==> config.mk <==
export PLATFORM = sky130hd
export DESIGN_NAME = nibble_serial_mac_flat
export DESIGN_NICKNAME = d
export VERILOG_FILES = /design/src/rtl/nibble_serial_mac_if.sv /design/src/rtl/nibble_serial_mac.sv /design/src/flat_wrapper.sv
export SDC_FILE = /design/constraint.sdc
export NUM_CORES = 1
export LEC_CHECK = 0
export BUFFER_PORTS_ARGS = -buffer_cell sky130_fd_sc_hd__buf_2
export CORE_UTILIZATION = 35
export DETAILED_ROUTE_END_ITERATION = 8
export GPL_TIMING_DRIVEN = 0
export PLACE_DENSITY = 0.62
export SETUP_SLACK_MARGIN = 0.2
export SLEW_MARGIN = 20
export SYNTH_ARGS = -nofsm -noshare
export SYNTH_HDL_FRONTEND = slang
export SYNTH_SLANG_ARGS = --single-unit
==> constraint.sdc <==
create_clock -name clk -period 4.2 [get_ports clk]
set_clock_uncertainty 0.2 [all_clocks]
set_input_delay 0.21 -clock clk [delete_from_list [all_inputs] [get_ports clk]]
set_output_delay 0.21 -clock clk [all_outputs]
set_load 0.01 [all_outputs]
==> src/rtl/nibble_serial_mac_if.sv <==
// Operand, multiplier and result bundle between a producer, the nibble-serial MAC
// and its sixteen_four partial-product stage.
interface nibble_serial_mac_if #(
  parameter int ACC_W = 40
);
  logic             in_valid;
  logic             in_ready;
  logic [15:0]      in_a;
  logic [15:0]      in_w;
  logic             in_last;
  logic [15:0]      mul_a;
  logic [3:0]       mul_b;
  logic [19:0]      mul_pp;
  logic             res_valid;
  logic             res_ready;
  logic [ACC_W-1:0] res_data;
  logic             res_ovf;

  // master: producer/consumer and multiplier side
  modport master (
    output in_valid, in_a, in_w, in_last, mul_pp, res_ready,
    input  in_ready, mul_a, mul_b, res_valid, res_data, res_ovf
  );

  // slave: the MAC controller
  modport slave (
    input  in_valid, in_a, in_w, in_last, mul_pp, res_ready,
    output in_ready, mul_a, mul_b, res_valid, res_data, res_ovf
  );
endinterface

==> src/rtl/nibble_serial_mac.sv <==
// Nibble-serial 16x16 unsigned MAC: drives sixteen_four one weight nibble at a time,
// accumulates a dot product. Define SAT_MAC_EN for a saturating accumulator.
module nibble_serial_mac #(
  parameter int ACC_W   = 40,
  parameter int MUL_LAT = 0
) (
  input  logic                clk,
  input  logic                rst_n,
  nibble_serial_mac_if.slave  bus
);

  typedef enum logic [1:0] {S_IDLE, S_MUL, S_ADD, S_OUT} state_t;

  localparam int         SUM_W     = ACC_W + 1;
  localparam logic [1:0] HOLD_LAST = 2'(MUL_LAT);

  state_t           r_state;
  state_t           w_state_next;
  logic [1:0]       r_idx;
  logic [1:0]       r_hold;
  logic [15:0]      r_mul_a;
  logic [15:0]      r_w;
  logic             r_last;
  logic             r_in_ready;
  logic             r_ovf;
  logic [31:0]      r_prod;
  logic [ACC_W-1:0] r_acc;

  logic             w_accept;
  logic             w_hold_done;
  logic [31:0]      w_pp_shifted;
  logic [SUM_W-1:0] w_sum;
  logic             w_carry;

  assign w_accept     = bus.in_valid & r_in_ready;
  assign w_hold_done  = (r_hold == HOLD_LAST);
  assign w_pp_shifted = {12'd0, bus.mul_pp} << {r_idx, 2'b00};
  assign w_sum        = {1'b0, r_acc} + SUM_W'(r_prod);
  assign w_carry      = w_sum[ACC_W];

  always_ff @(posedge clk or negedge rst_n) begin
    if (!rst_n) begin
      r_state <= S_IDLE;
    end else begin
      r_state <= w_state_next;
    end
  end

  always_comb begin
    w_state_next = r_state;
    case (r_state)
      S_IDLE: if (w_accept) w_state_next = S_MUL;
      S_MUL:  if (w_hold_done && (r_idx == 2'd3)) w_state_next = S_ADD;
      S_ADD:  w_state_next = r_last ? S_OUT : S_IDLE;
      S_OUT:  if (bus.res_ready) w_state_next = S_IDLE;
      default: w_state_next = S_IDLE;
    endcase
  end

  // in_ready is registered from the next state, so it first rises one edge after reset.
  always_ff @(posedge clk or negedge rst_n) begin
    if (!rst_n) begin
      r_idx      <= 2'd0;
      r_hold     <= 2'd0;
      r_mul_a    <= 16'd0;
      r_w        <= 16'd0;
      r_last     <= 1'b0;
      r_in_ready <= 1'b0;
      r_ovf      <= 1'b0;
      r_prod     <= 32'd0;
      r_acc      <= '0;
    end else begin
      r_in_ready <= (w_state_next == S_IDLE);
      case (r_state)
        S_IDLE: begin
          if (w_accept) begin
            r_mul_a <= bus.in_a;
            r_w     <= bus.in_w;
            r_last  <= bus.in_last;
            r_prod  <= 32'd0;
            r_idx   <= 2'd0;
            r_hold  <= 2'd0;
          end
        end
        S_MUL: begin
          if (w_hold_done) begin
            r_hold <= 2'd0;
            r_prod <= r_prod + w_pp_shifted;
            r_idx  <= r_idx + 2'd1;
          end else begin
            r_hold <= r_hold + 2'd1;
          end
        end
        S_ADD: begin
`ifdef SAT_MAC_EN
          r_acc <= w_carry ? '1 : w_sum[ACC_W-1:0];
`else
          r_acc <= w_sum[ACC_W-1:0];
`endif
          r_ovf <= r_ovf | w_carry;
        end
        S_OUT: begin
          if (bus.res_ready) begin
            r_acc <= '0;
            r_ovf <= 1'b0;
          end
        end
        default: begin
        end
      endcase
    end
  end

  assign bus.in_ready  = r_in_ready;
  assign bus.mul_a     = r_mul_a;
  assign bus.mul_b     = (r_state == S_MUL) ? r_w[{r_idx, 2'b00} +: 4] : 4'd0;
  assign bus.res_valid = (r_state == S_OUT);
  assign bus.res_data  = r_acc;
  assign bus.res_ovf   = r_ovf;

endmodule

==> src/flat_wrapper.sv <==
// flat-port wrapper written by rule: the top's interface ports become plain ports
module nibble_serial_mac_flat 
#(
  parameter int ACC_W   = 40,
  parameter int MUL_LAT = 0
)
  (clk, rst_n, bus_in_valid, bus_in_a, bus_in_w, bus_in_last, bus_mul_pp, bus_res_ready, bus_in_ready, bus_mul_a, bus_mul_b, bus_res_valid, bus_res_data, bus_res_ovf);
  nibble_serial_mac_if #(.ACC_W(ACC_W)) bus_i ();
  input  logic clk;
  input  logic rst_n;
  input wire logic [$bits(bus_i.in_valid)-1:0] bus_in_valid;
  input wire logic [$bits(bus_i.in_a)-1:0] bus_in_a;
  input wire logic [$bits(bus_i.in_w)-1:0] bus_in_w;
  input wire logic [$bits(bus_i.in_last)-1:0] bus_in_last;
  input wire logic [$bits(bus_i.mul_pp)-1:0] bus_mul_pp;
  input wire logic [$bits(bus_i.res_ready)-1:0] bus_res_ready;
  output wire logic [$bits(bus_i.in_ready)-1:0] bus_in_ready;
  output wire logic [$bits(bus_i.mul_a)-1:0] bus_mul_a;
  output wire logic [$bits(bus_i.mul_b)-1:0] bus_mul_b;
  output wire logic [$bits(bus_i.res_valid)-1:0] bus_res_valid;
  output wire logic [$bits(bus_i.res_data)-1:0] bus_res_data;
  output wire logic [$bits(bus_i.res_ovf)-1:0] bus_res_ovf;
  assign bus_i.in_valid = bus_in_valid;
  assign bus_i.in_a = bus_in_a;
  assign bus_i.in_w = bus_in_w;
  assign bus_i.in_last = bus_in_last;
  assign bus_i.mul_pp = bus_mul_pp;
  assign bus_i.res_ready = bus_res_ready;
  assign bus_in_ready = bus_i.in_ready;
  assign bus_mul_a = bus_i.mul_a;
  assign bus_mul_b = bus_i.mul_b;
  assign bus_res_valid = bus_i.res_valid;
  assign bus_res_data = bus_i.res_data;
  assign bus_res_ovf = bus_i.res_ovf;
  nibble_serial_mac #(.ACC_W(ACC_W), .MUL_LAT(MUL_LAT)) u_core (.clk(clk), .rst_n(rst_n), .bus(bus_i));
endmodule
# After elaboration in Yosys (flattened, before gate mapping)
# Index checks and enable logic that the tools add are counted.
# classes
reduce_logical,10
mux,18
eq_ne,7
bitwise,2
shifts,2
addsub,4
# op_table
operator,count
$pmux W40 S2,1
$mux W32,2
$pmux W32 S2,1
$add A40 B32 Y41,1
$mux W40,1
$add A32 B32 Y32,1
$shl A20 B4 Y32,1
$shiftx A16 B5 Y4,1
$mux W2,7
$pmux W2 S2,2
$pmux W2 S4,1
$eq A2 B2 Y1 const B,3
$logic_not A2 Y1,3
$reduce_and A2 Y1,3
$add A2 B1 Y2 const B,2
$mux W4,1
$ne A2 B1 Y1 const B,2
$reduce_bool A2 Y1,2
$reduce_and A3 Y1,1
$eq A2 B1 Y1 const B,1
$ne A2 B2 Y1 const B,1
$pmux W1 S2,1
$and A1 B1 Y1,1
$logic_and A1 B1 Y1,1
2 further kinds,2
# word_totals
in_bits,57
output_inout_bits,63
regBits,113

# Logic depth before layout (Yosys ltp)
# depth
depth_word,5
mapped_depth,16
ltp_nobuf,14

# Worst setup path before layout
# Ideal clock, no wire load.
# synth_timing
kind,reg2reg
from,register u_core.r_idx[0]
to,register u_core.r_prod[30]
path_slack_ns,0.368
path_stages_with_launch,15
setup_ns,0.129
arrival_time_ns,3.503
synth_period_minus_slack_ns,3.832
required_ns,3.871
cell_sequence,dfrtp_1 -> clkbuf_1 -> clkbuf_1 -> mux2i_1 -> o21ai_0 -> ha_1 -> and4_1 -> and2_1 -> o21ai_1 -> o211ai_1 -> a211o_1 -> a31o_2 -> a31oi_1 -> xor2_1 -> o21ai_1
# synth_via
elab_chain_len,4
# synth_rtl
item,line,text
from (decl),nibble_serial_mac.sv:19,logic [1:0] r_idx;
from (signal assigned),nibble_serial_mac.sv:89,r_idx <= r_idx + 2'd1;
$shl A20 B4 Y32,nibble_serial_mac.sv:37,"assign w_pp_shifted = {12'd0, bus.mul_pp} << {r_idx, 2'b00};"
$add A32 B32 Y32,nibble_serial_mac.sv:88,r_prod <= r_prod + w_pp_shifted;
$mux W32,nibble_serial_mac.sv:86,if (w_hold_done) begin
$pmux W32 S2,nibble_serial_mac.sv:74,case (r_state)
to (signal assigned),nibble_serial_mac.sv:88,
to (decl),nibble_serial_mac.sv:26,logic [31:0] r_prod;
# No other way between the ends. The select of a mux whose other input is x is not followed.
# A chain may end at the register's enable or synchronous reset.

# Worst setup path after layout
# layout_timing
from,register u_core.r_idx[0]
to,register u_core.r_prod[31]
# Same word-level chain as after synthesis.

==> reports/metrics.sh <==
GRT_START_MAX_NET_PINS=81
PLACE_WS_NS=-0.3072
DIEHEIGHT_UM=155.8
ARRIVAL_NS=3.89
MAX-VDD-IR-DROP_mV=0.3672
TOTAL_POWER_mW=8.986
STD_CELL_ROWS=55
SYNTH_SEQ_AREA_SHARE=0.3415
HOLD_VIOL=0
ROUTED_WL_MM=23.67
MOST_COMMON_LIBRARY_CELL_IN_THE_LAYOUT_IGNORING_FILL_AND_TAPS='buf_2'
POST_SYNTH_INSTANCE_AREA_UM2=8280
SYNTH-WARNING-COUNT=0
CLOCK_LATENCY_NS=0.43
YS.FLOP_TYPE='dfrtp_1'
POST-SYNTH-TOP-AREA-FRACTION=0.3415
REG2REG_SLACK_NS=0.42
CRITICAL_PATH.MAX_FANOUT=10
RSZ0062_AT_GRT='yes'
CLOCK_ROOT_BUFFER_MASTER='clkbuf_16'
FLOORPLAN.IO_PINS=120
SYNTHDISTINCTLIBCELLS=66
SLEW-LIMIT-HEADROOM=0.5367
GRT_PASS1_VIAS=7182
ELEMENT_TYPE_AT_THE_CRITICAL_PATH_END='flop'
TOTAL_CLOCK_SINKS=113
COMB_POWER_SHARE=0.606
SYN-NUM-NETS=1048
DRT_PRE_ANTENNA_ITERS=4
WEIGHTED_CONGESTION_REPORTED_AT_THE_END_OF_ROUTABILITY_DRIVEN_PLACEMENT=0.8793
P_INT_mW=4.792
GLOBALROUTEOVERFLOWTOTAL=0
CTS_MADE_BUFFERS=17
WHS_NS=0.04453
ANTENNA_FOUND_INITIAL=0
WORST_SETUP_HOLD_PATH_CLK_SLEW_NS=0.06
YOSYS-TOP-CELLS-AREA='dfrtp_1 34%, ha_1 10%, mux2_2 5.0%, nand2_1 4.8%, a21oi_1 4.4%'
DP_HPWL_MM=18.55
FINAL_NETS=1223
FMAX_MHz=264.5
FINAL_CELL_MIX='121 x buf_2, 113 x dfrtp_1, 106 x nand2_1, 72 x a21oi_1, 70 x o21ai_0'
TOTAL_POWER_PER_UNIT_CELL_AREA_nW_PER_UM2=873.2
ANTENNA_CELLS_INSERTED=0
POWER_FRAC_CLOCK=0.165
AVGSYNTHCELLAREA_UM2=8.971
NETSWITCHINGFRACTION=0.4667
CP-START-KIND='flop'
POST-ROUTE-MIN-PERIOD_NS=3.781
LAYOUT_WORST_PATH_CYCLE_SHARE=0.9002
SYNTH_SEQ_CELLS=113
FINALMAXSLEWVIOLATIONS=0
LEAKAGE_nW=4.963
DRT_FIRST_ITER_VIOLATIONS=500
NETSWITCHINGPOWER_mW=4.194
VIA_PER_INST=5.186
CTSHTREEMAXLEVEL=4
WL_PER_CELL_UM=16.62
NUMBER_OF_INPUT_AND_OUTPUT_PORT_BUFFERS_INSERTED=119
CAP_VIOL_MAX_COUNT=0
POSTROUTEANTENNANETS=0
ASYNCSETRESETFLOPFRACSYNTH=1.000
TIGHTESTPINTRANSITION_NS=0.6949
SETUP_VIOL=0
RUN_STATUS='completed'
GLOBALROUTETOTALUTIL=0.2004
CLOCK_TREE_FROM_TRITONCTS='yes'
TIMING.HOLD.WORST.CLASS='input port to flop'
CORE_AREA_UM2=22920
SYNTHTOLAYOUTAREAGROWTH_PCT=24.28
POSTLAYOUTSETUPSLACKWORST_NS=0.4192
CHIPWIDTH_UM=155.8
DIE_AREA_UM2=24280
CTS-ROOT-TO-SINK-BUFFERS=2
INITIAL_CORE_UTIL=0.3613
WORST-SETUP-PATH-TYPE='flop to flop'
SYN-INSTANCE-COUNT=923
DRCVIOLATIONCOUNT=0
LAYOUT-DRIVE-GT1-SHARE=0.2007
NETLIST.TOP_CELL.BY_AREA='dfrtp_1'
PART_OF_THE_POWER_IN_REGISTERS=0.229
GRT_PASS1_WL_MM=37.72
REQUIRED_TIME_OF_THE_CRITICAL_PATH_NS=4.31
POST_SYNTH_EDFFS=0
ROUTE.VIAS.TOTAL=7385
## cells in the mapped netlist, types with 17 or more instances
library cell / count
a21o_1: 38
a21oi_1: 73
clkbuf_1: 37
dfrtp_1: 113
ha_1: 66
inv_1: 22
mux2_2: 37
mux2i_1: 17
nand2_1: 106
nand3_1: 18
nor2_1: 59
o21ai_0: 70
o21ai_1: 20
xnor2_1: 29
xor2_1: 24
## cell type report
cell class | instances | area (µm²)
timing repair buffer | 156 | 984.7
fill | 2239 | 12620
clock buffer | 17 | 425.4
clock inverter | 15 | 175.2
tap | 313 | 391.6
multi-input combinational | 746 | 5226
sequential | 113 | 2828
inverter | 22 | 82.58
buffer | 42 | 177.7
## power groups by stage
| stage | clock network (mW) | registers (mW) | logic, mW |
|---|---|---|---|
| after global placement | 0 | 2.05 | 5.24 |
| after floorplan | 0 | 2.02 | 3.92 |
| after detailed placement | 0 | 2.07 | 5.31 |
| after CTS | 1.51 | 2.05 | 5.40 |
| final | 1.48 | 2.06 | 5.45 |
| after global routing | 1.55 | 2.12 | 6.09 |
## worst max-delay path: stages, from the launching register on
cell	delay, ns
dfrtp_1	0.42
buf_6	0.20
clkbuf_4	0.24
mux2i_2	0.27
nor2_1	0.10
ha_1	0.35
a211oi_1	0.24
o21ai_1	0.12
o21a_1	0.23
o21a_1	0.23
a311oi_2	0.32
a21oi_1	0.17
mux2i_1	0.17
a41o_1	0.23
a21o_1	0.17
## metal layers
layer / routed length [µm] / GRT usage / up-vias
li1: - / - / 3729
met1: 11360 / 0.2680 / 3511
met2: 11110 / 0.3240 / 114
met3: 669 / 0.03306 / 31
met4: 522 / 0.07516 / 0
met5: 0 / 0 / -
## what timing repair did
| action | 4_1_cts | 5_1_grt |
|---|---|---|
| hold buffers | 34 | 0 |
| setup endpoints to repair | 15 | 10 |
| setup buffers | 1 | 1 |
| pin swaps | 1 | 2 |
| hold endpoints to repair | 146 | 0 |
| resized for setup | 5 | 11 |
## path summary, 6_finish.rpt
path,startpoint,to,cells after the start
max,u_core.r_idx[0]$_DFFE_PN0P_,u_core.r_prod[31]$_DFFE_PN0P_,14
max in group asynchronous,rst_n,u_core.bus.mul_a[15]$_DFFE_PN0P_,3
min in group asynchronous,rst_n,u_core.r_prod[0]$_DFFE_PN0P_,2
min reg2reg,u_core.bus.mul_a[14]$_DFFE_PN0P_,u_core.bus.mul_a[14]$_DFFE_PN0P_,1
max reg2reg,u_core.r_idx[0]$_DFFE_PN0P_,u_core.r_prod[31]$_DFFE_PN0P_,14
min,bus_res_ready,u_core.r_state[0]$_DFF_PN0_,4
## flip-flops by register name (all words and copies together) (netlist names)
register             count
u_core.bus.res_ovf       1
u_core.bus.mul_a        16
u_core.r_last            1
u_core.r_state           2
u_core.r_hold            2
u_core.r_idx             2
u_core.r_w              16
u_core.bus.res_data     40
u_core.r_prod           32
u_core.bus.in_ready      1
## kinds of logic (layout without fill, tap and decap cells)
kind of cell	Yosys count	after routing	synth area share
AO/OA/AOI/OAI	299	299	0.2365
XOR/XNOR	53	53	0.05606
adder cells (fa/ha/maj)	68	68	0.1046
buffers and inverters	64	252	0.02931
flip-flops	113	113	0.3415
AND/OR/NAND/NOR	268	268	0.1503
multiplexers	58	58	0.08175
## per-stage QoR
stage | TNS, ns | util | cell area (µm²) | instances
after floorplan | 0 | - | 8280 | 923
after global placement | -1.530 | 0.4044 | 9268 | 1355
after detailed placement | -1.263 | 0.4059 | 9301 | 1356
after CTS | 0 | 0.4476 | 10260 | 1423
after global routing | 0 | 0.4491 | 10290 | 1424
final | 0 | 0.4491 | 10290 | 1424
Power figures use the tool's default switching activity.
